[src/rtl/isp_stream_pkg.sv]
// Shared definitions for the raw Bayer streaming front end: the streamer state
// encoding and the default frame geometry.
package isp_stream_pkg;

  typedef enum logic [2:0] {
    ST_IDLE   = 3'd0,
    ST_NEWF   = 3'd1,
    ST_LEAD   = 3'd2,
    ST_ACTIVE = 3'd3,
    ST_HBL    = 3'd4,
    ST_FLUSH  = 3'd5,
    ST_FBL    = 3'd6
  } stream_state_e;

  localparam int DEF_WIDTH    = 320;
  localparam int DEF_HEIGHT   = 240;
  localparam int DEF_LEAD_GAP = 32;
  localparam int DEF_HBLANK   = 16;

  // Counter width for a terminal count of n, never narrower than one bit.
  function automatic int cnt_width(input int n);
    return (n > 1) ? $clog2(n) : 1;
  endfunction

endpackage

[src/rtl/gap_counter.sv]
// Loadable down-counter that stops at zero; tc flags the final cycle of a
// timed interval loaded with (duration - 1).
module gap_counter #(
  parameter int W = 4
) (
  input  logic         clk,
  input  logic         reset,
  input  logic         load,
  input  logic [W-1:0] load_val,
  output logic         tc
);

  logic [W-1:0] cnt_q, cnt_d;

  // Next count: load wins, otherwise count down and hold at zero.
  always_comb begin
    if (load) begin
      cnt_d = load_val;
    end else if (cnt_q != {W{1'b0}}) begin
      cnt_d = cnt_q - 1'b1;
    end else begin
      cnt_d = cnt_q;
    end
  end

  // Count register.
  always_ff @(posedge clk or negedge reset) begin
    if (!reset) begin
      cnt_q <= {W{1'b0}};
    end else begin
      cnt_q <= cnt_d;
    end
  end

  assign tc = (cnt_q == {W{1'b0}});

endmodule

[src/rtl/bayer_stream_tx.sv]
// Streams one raw Bayer frame per start request into the processing pipeline,
// inserting lead-in and row blanking, then zero flush rows until it drains.
module bayer_stream_tx
  import isp_stream_pkg::*;
#(
  parameter int WIDTH    = DEF_WIDTH,
  parameter int HEIGHT   = DEF_HEIGHT,
  parameter int LEAD_GAP = DEF_LEAD_GAP,
  parameter int HBLANK   = DEF_HBLANK
) (
  input  logic       clk,
  input  logic       reset,
  input  logic       start,
  input  logic       sValid,
  input  logic [7:0] sData,
  output logic       sReady,
  output logic       newFrame,
  output logic       oValid,
  output logic [7:0] oData,
  input  logic       flushDone,
  output logic       busy,
  output logic       frameDone
);

  localparam int CW = cnt_width(WIDTH);
  localparam int RW = cnt_width(HEIGHT);
  localparam int GW = cnt_width((LEAD_GAP > HBLANK) ? LEAD_GAP : HBLANK);

  localparam logic [CW-1:0] COL_LAST  = CW'(WIDTH - 1);
  localparam logic [RW-1:0] ROW_LAST  = RW'(HEIGHT - 1);
  localparam logic [GW-1:0] LEAD_LOAD = GW'(LEAD_GAP - 2);
  localparam logic [GW-1:0] HBL_LOAD  = GW'(HBLANK - 1);

  stream_state_e state_q, state_d;
  logic [CW-1:0] col_q, col_d;
  logic [RW-1:0] row_q, row_d;
  logic          last_row_q, last_row_d;
  logic          done_seen_q, done_seen_d;
  logic          flush_go_q, flush_go_d;
  logic          new_frame_q, new_frame_d;
  logic          ovalid_q, ovalid_d;
  logic [7:0]    odata_q, odata_d;
  logic          busy_q, busy_d;
  logic          frame_done_q, frame_done_d;
  logic          gap_load;
  logic [GW-1:0] gap_val;
  logic          gap_tc;
  logic          accept;
  logic          done_window;

  assign sReady      = (state_q == ST_ACTIVE);
  assign accept      = sValid & sReady;
  assign done_window = ((state_q == ST_HBL) && last_row_q) ||
                       (state_q == ST_FLUSH) || (state_q == ST_FBL);

  gap_counter #(.W(GW)) u_gap (
    .clk      (clk),
    .reset    (reset),
    .load     (gap_load),
    .load_val (gap_val),
    .tc       (gap_tc)
  );

  // Next-state, counter and output decode.
  always_comb begin
    state_d      = state_q;
    col_d        = col_q;
    row_d        = row_q;
    last_row_d   = last_row_q;
    flush_go_d   = flush_go_q;
    new_frame_d  = 1'b0;
    ovalid_d     = 1'b0;
    odata_d      = 8'd0;
    frame_done_d = 1'b0;
    gap_load     = 1'b0;
    gap_val      = {GW{1'b0}};
    if (done_window && flushDone) begin
      done_seen_d = 1'b1;
    end else begin
      done_seen_d = done_seen_q;
    end

    case (state_q)
      ST_IDLE: begin
        if (start) state_d = ST_NEWF;
        else       state_d = ST_IDLE;
      end
      ST_NEWF: begin
        new_frame_d = 1'b1;
        done_seen_d = 1'b0;
        col_d       = {CW{1'b0}};
        row_d       = {RW{1'b0}};
        last_row_d  = 1'b0;
        flush_go_d  = 1'b0;
        gap_load    = 1'b1;
        gap_val     = LEAD_LOAD;
        state_d     = ST_LEAD;
      end
      ST_LEAD: begin
        if (gap_tc) state_d = ST_ACTIVE;
        else        state_d = ST_LEAD;
      end
      ST_ACTIVE: begin
        if (accept) begin
          ovalid_d = 1'b1;
          odata_d  = sData;
          if (col_q == COL_LAST) begin
            col_d    = {CW{1'b0}};
            gap_load = 1'b1;
            gap_val  = HBL_LOAD;
            state_d  = ST_HBL;
            if (row_q == ROW_LAST) begin
              row_d      = {RW{1'b0}};
              last_row_d = 1'b1;
            end else begin
              row_d = row_q + 1'b1;
            end
          end else begin
            col_d = col_q + 1'b1;
          end
        end else begin
          ovalid_d = 1'b0;
        end
      end
      ST_HBL: begin
        if (gap_tc) begin
          state_d    = last_row_q ? ST_FLUSH : ST_ACTIVE;
          flush_go_d = 1'b0;
        end else begin
          state_d = ST_HBL;
        end
      end
      // First FLUSH cycle is idle; col then counts the WIDTH zero pixels.
      ST_FLUSH: begin
        if (!flush_go_q) begin
          flush_go_d = 1'b1;
        end else begin
          ovalid_d = 1'b1;
          if (col_q == COL_LAST) begin
            col_d      = {CW{1'b0}};
            flush_go_d = 1'b0;
            if (done_seen_d) begin
              state_d      = ST_IDLE;
              frame_done_d = 1'b1;
            end else begin
              state_d  = ST_FBL;
              gap_load = 1'b1;
              gap_val  = HBL_LOAD;
            end
          end else begin
            col_d = col_q + 1'b1;
          end
        end
      end
      ST_FBL: begin
        if (gap_tc) state_d = ST_FLUSH;
        else        state_d = ST_FBL;
      end
      default: begin
        state_d = ST_IDLE;
      end
    endcase

    busy_d = (state_d != ST_IDLE);
  end

  // State, counters and registered outputs.
  always_ff @(posedge clk or negedge reset) begin
    if (!reset) begin
      state_q      <= ST_IDLE;
      col_q        <= {CW{1'b0}};
      row_q        <= {RW{1'b0}};
      last_row_q   <= 1'b0;
      done_seen_q  <= 1'b0;
      flush_go_q   <= 1'b0;
      new_frame_q  <= 1'b0;
      ovalid_q     <= 1'b0;
      odata_q      <= 8'd0;
      busy_q       <= 1'b0;
      frame_done_q <= 1'b0;
    end else begin
      state_q      <= state_d;
      col_q        <= col_d;
      row_q        <= row_d;
      last_row_q   <= last_row_d;
      done_seen_q  <= done_seen_d;
      flush_go_q   <= flush_go_d;
      new_frame_q  <= new_frame_d;
      ovalid_q     <= ovalid_d;
      odata_q      <= odata_d;
      busy_q       <= busy_d;
      frame_done_q <= frame_done_d;
    end
  end

  assign newFrame  = new_frame_q;
  assign oValid    = ovalid_q;
  assign oData     = odata_q;
  assign busy      = busy_q;
  assign frameDone = frame_done_q;

endmodule

[config.mk]
export PLATFORM = sky130hd
export DESIGN_NAME = bayer_stream_tx
export DESIGN_NICKNAME = d
export VERILOG_FILES = /design/src/rtl/isp_stream_pkg.sv /design/src/rtl/gap_counter.sv /design/src/rtl/bayer_stream_tx.sv
export SDC_FILE = /design/constraint.sdc
export NUM_CORES = 1
export LEC_CHECK = 0
export CORE_MARGIN = 2
export CORE_UTILIZATION = 50
export DETAILED_ROUTE_END_ITERATION = 8
export PLACE_DENSITY = 0.78
export RECOVER_POWER = 100
export SYNTH_ARGS = -nofsm -noshare
export SYNTH_HDL_FRONTEND = slang
export SYNTH_SLANG_ARGS = --single-unit
[constraint.sdc]
create_clock -name clk -period 1.94 [get_ports clk]
set_clock_uncertainty 0.2 [all_clocks]
set_input_delay 0.388 -clock clk [delete_from_list [all_inputs] [get_ports clk]]
set_output_delay 0.388 -clock clk [all_outputs]
set_load 0.1 [all_outputs]
==> out/results.txt <==
Post-route ant nets: 0
Vias in the first global route: 1870
Yosys top cell area share: 0.473
First-pass GRT wire length: 8490 µm
Share of post-route cells with drive strength above 1: 0.294
Grt total ovfl: 0
Initial antenna violation count: 0
Die H: 69.1 µm
Clk root buf: clkbuf_8
Max_slew headroom: 0.344
Hold path startpoint: sValid
Worst Reg2Reg Path Length in Cells: 6
DRC marker count from the first detailed-route iteration: 189
Clk slew on worst S/H paths: 0.08 ns
Hold Vio Cnt, Final: 0
Multi-input gate area: 0.00105 mm²
Antenna cells: 0
Crit path launch: u_gap.cnt_q[1]
Vias per inst: 5.67
Synth cell types: 55
Io pins: 26
CP max stage delay: 0.40 ns
Fin crit period: 1.93 ns
TritonCTS clock tree: yes
Post-Synth Adder-Cell Area: 0.0236
Worst Path Required: 1.91 ns
Fmax: 518 MHz
Hold Crit Endpoint: state_q[1]
DRC: 0
Final core occ: 0.682
Final worst path period share: 0.996
Leak pwr: 1.25 nW
Worst-path fanout max: 3
Area grow syn2layout: 29.7%
Synth Area in Compound Gates: 0.157
Core area: 0.00403 mm²
Slew @ Worst Pin: 0.985 ns
Dominant cell type by area after synthesis: dfrtp_1
Row cnt: 23
VDD IR max: 0.658 mV
Die Wd: 69.1 µm
Mapped Nets: 225
CP Launch Type: flip-flop
Hold Crit Class: input pin to flip-flop
Mean routed wirelength per cell: 15.2 µm
Max-cap violations: 0
Number of synthesized flops with an enable pin: 0
Critical R2R Capture: busy
Critical Path AT: 1.90 ns
Worst setup path class: flip-flop to flip-flop
Mapped cell area: 0.00212 mm²
Gr usage total: 0.220
Ys async rst share: 1.00
Number of CTS-inserted buffers: 5
CP bufs+invs: 1
Slowest-stage cell, CP: dfrtp_1
RR Startpoint: u_gap.cnt_q[1]
RSZ-0062 raised after global routing: yes
Top area cells in the synthesized netlist: dfrtp_1 (47%), a21oi_1 (3.3%), nand3_1 (3.3%), nand2_1 (3.2%), and2_1 (2.7%)
DR pass1 iterations: 4
Reg area: 0.00100 mm²
Syn_area_per_cell: 10.2 µm²
Ys Warns: 0
CTS H-Tree Depth: 2
Most common cell after layout, fill and taps aside: dfrtp_1
Clock sinks: 40
Post-Route WL: 4890 µm
Worst hold path depth: 3
DP HPWL: 3490 µm
# port buffers: 25
Final Power: 0.00344 W
Initial cell density of the core: 0.525
Number of fill cells: 318
Post-synthesis sequential area ratio: 0.473
Clock Path Buffers: 2
Pwr dens: 1250 mW/mm²
R2r setup slk: 0.008 ns
Crit. End Element: flip-flop
Clk_lat worst skew: 0.30 ns
Status: complete, no violations
Multiplexer area fraction after synthesis: 0.0248
Largest net degree at the start of global routing: 41
Post-synthesis register bit count: 40
Most used flip-flop cell after synthesis: dfrtp_1
Finish-stage setup viols: 0
NumNets Final: 288
Vias: 1827
Simple-Gate Fraction of Synth Area: 0.258
Post-synthesis instance total: 208
Final Hold Slack: 0.293 ns
Total die area: 0.00477 mm²
Area post-placement: 0.00277 mm²
Critical-path cell list: inv_2, ha_4, nor4b_4, mux2_4, a221oi_4, nand3_1
CP top delay family: flip-flops
Main combinational cell family by area after synthesis: simple AND/OR/NAND/NOR gates
Final slew viol count: 0
Xor/xnor share of the synthesized area: 0.0207
GPL Wtd Cong: 0.847
Most frequent cells in the layout: dfrtp_1 (38), buf_4 (34), nand2_1 (18)
Final instance area: 0.00275 mm²
[where the power goes]
group	internal [W]	leakage [nW]	switching [W]
sequential	0.00100	0.516	0.000146
clock	0.000288	0.0434	0.000310
combinational	0.000671	0.692	0.00102
total	0.00196	1.25	0.00148
[repair_timing]
item	CTS	global route
buffers inserted	1	6
setup endpoints to repair	8	10
gates resized for setup	5	8
endpoints found under the hold margin	40	0
hold buffers	1	0
pin swaps	0	2
[metal layers]
layer | wire (µm) | GRT usage | up-vias | part of all wire
met2 | 2430 | 0.369 | 52 | 0.50
li1 | - | - | 877 | -
met1 | 2090 | 0.268 | 888 | 0.43
met3 | 300 | 0.0702 | 10 | 0.061
met4 | 75 | 0.0763 | 0 | 0.015
met5 | 0 | 0 | - | 0
[synth_stat cells (all sizes together), types with 4 or more instances]
library cell	instances
and2	10
or3	7
nand4	5
buf	8
ha	4
nand3	15
nand2	18
nor2	11
o21ai	7
a21oi	14
dfrtp	40
inv	7
or4	4
[metrics by stage]
step | instances | worst slack [ns] | TNS, ns
3_3_place_gp | 306 | -0.217 | -2.69
4_1_cts | 316 | -0.00305 | -0.00305
3_5_place_dp | 306 | -0.267 | -3.27
2_1_floorplan | 208 | -0.0283 | -0.0283
6_report | 322 | 0.00782 | 0
5_1_grt | 322 | -0.110 | -0.216
[layout make-up]
| type | instances | share of cell area |
|---|---|---|
| clock buffer | 6 | 0.0301 |
| clock inverter | 2 | 0.00547 |
| inverter | 7 | 0.00957 |
| multi-input combinational | 151 | 0.384 |
| sequential | 40 | 0.365 |
| tap | 50 | 0.0228 |
| timing repair buffer | 66 | 0.183 |
[worst max-delay path by stage]
stage | end | slack (ns) | cells after the start
3_3_place_gp | row_q[7] | -0.22 | 5
4_1_cts | busy | -0.003 | 6
6_report | busy | 0.008 | 6
5_1_grt | busy | -0.11 | 6
3_5_place_dp | row_q[7] | -0.27 | 5
2_1_floorplan | busy | -0.03 | 6
[state kept, by name, summed over array words and instances (netlist names)]
register     count
done_seen_q      1
oData            8
last_row_q       1
col_q            9
state_q          3
u_gap.cnt_q      5
row_q            8
flush_go_q       1
busy             1
frameDone        1
newFrame         1
oValid           1
[worst register-to-register path: cells and delay by family, from the launching register on]
family | cells | cell delay (ns)
fa+ha+maj | 1 | 0.14
buf+inv | 1 | 0.10
flops | 1 | 0.40
compound gates | 1 | 0.27
simple gates | 2 | 0.36
mux | 1 | 0.34
[kinds of logic after synthesis]
group                      after synthesis
and+or+nand+nor                         90
muxes                                    5
xor gates and xnor gates                 5
buffers and inverters                   17
adders and majority gates                4
DFF                                     40
AOI/OAI and AO/OA                       47
Power figures use the tool's default switching activity.
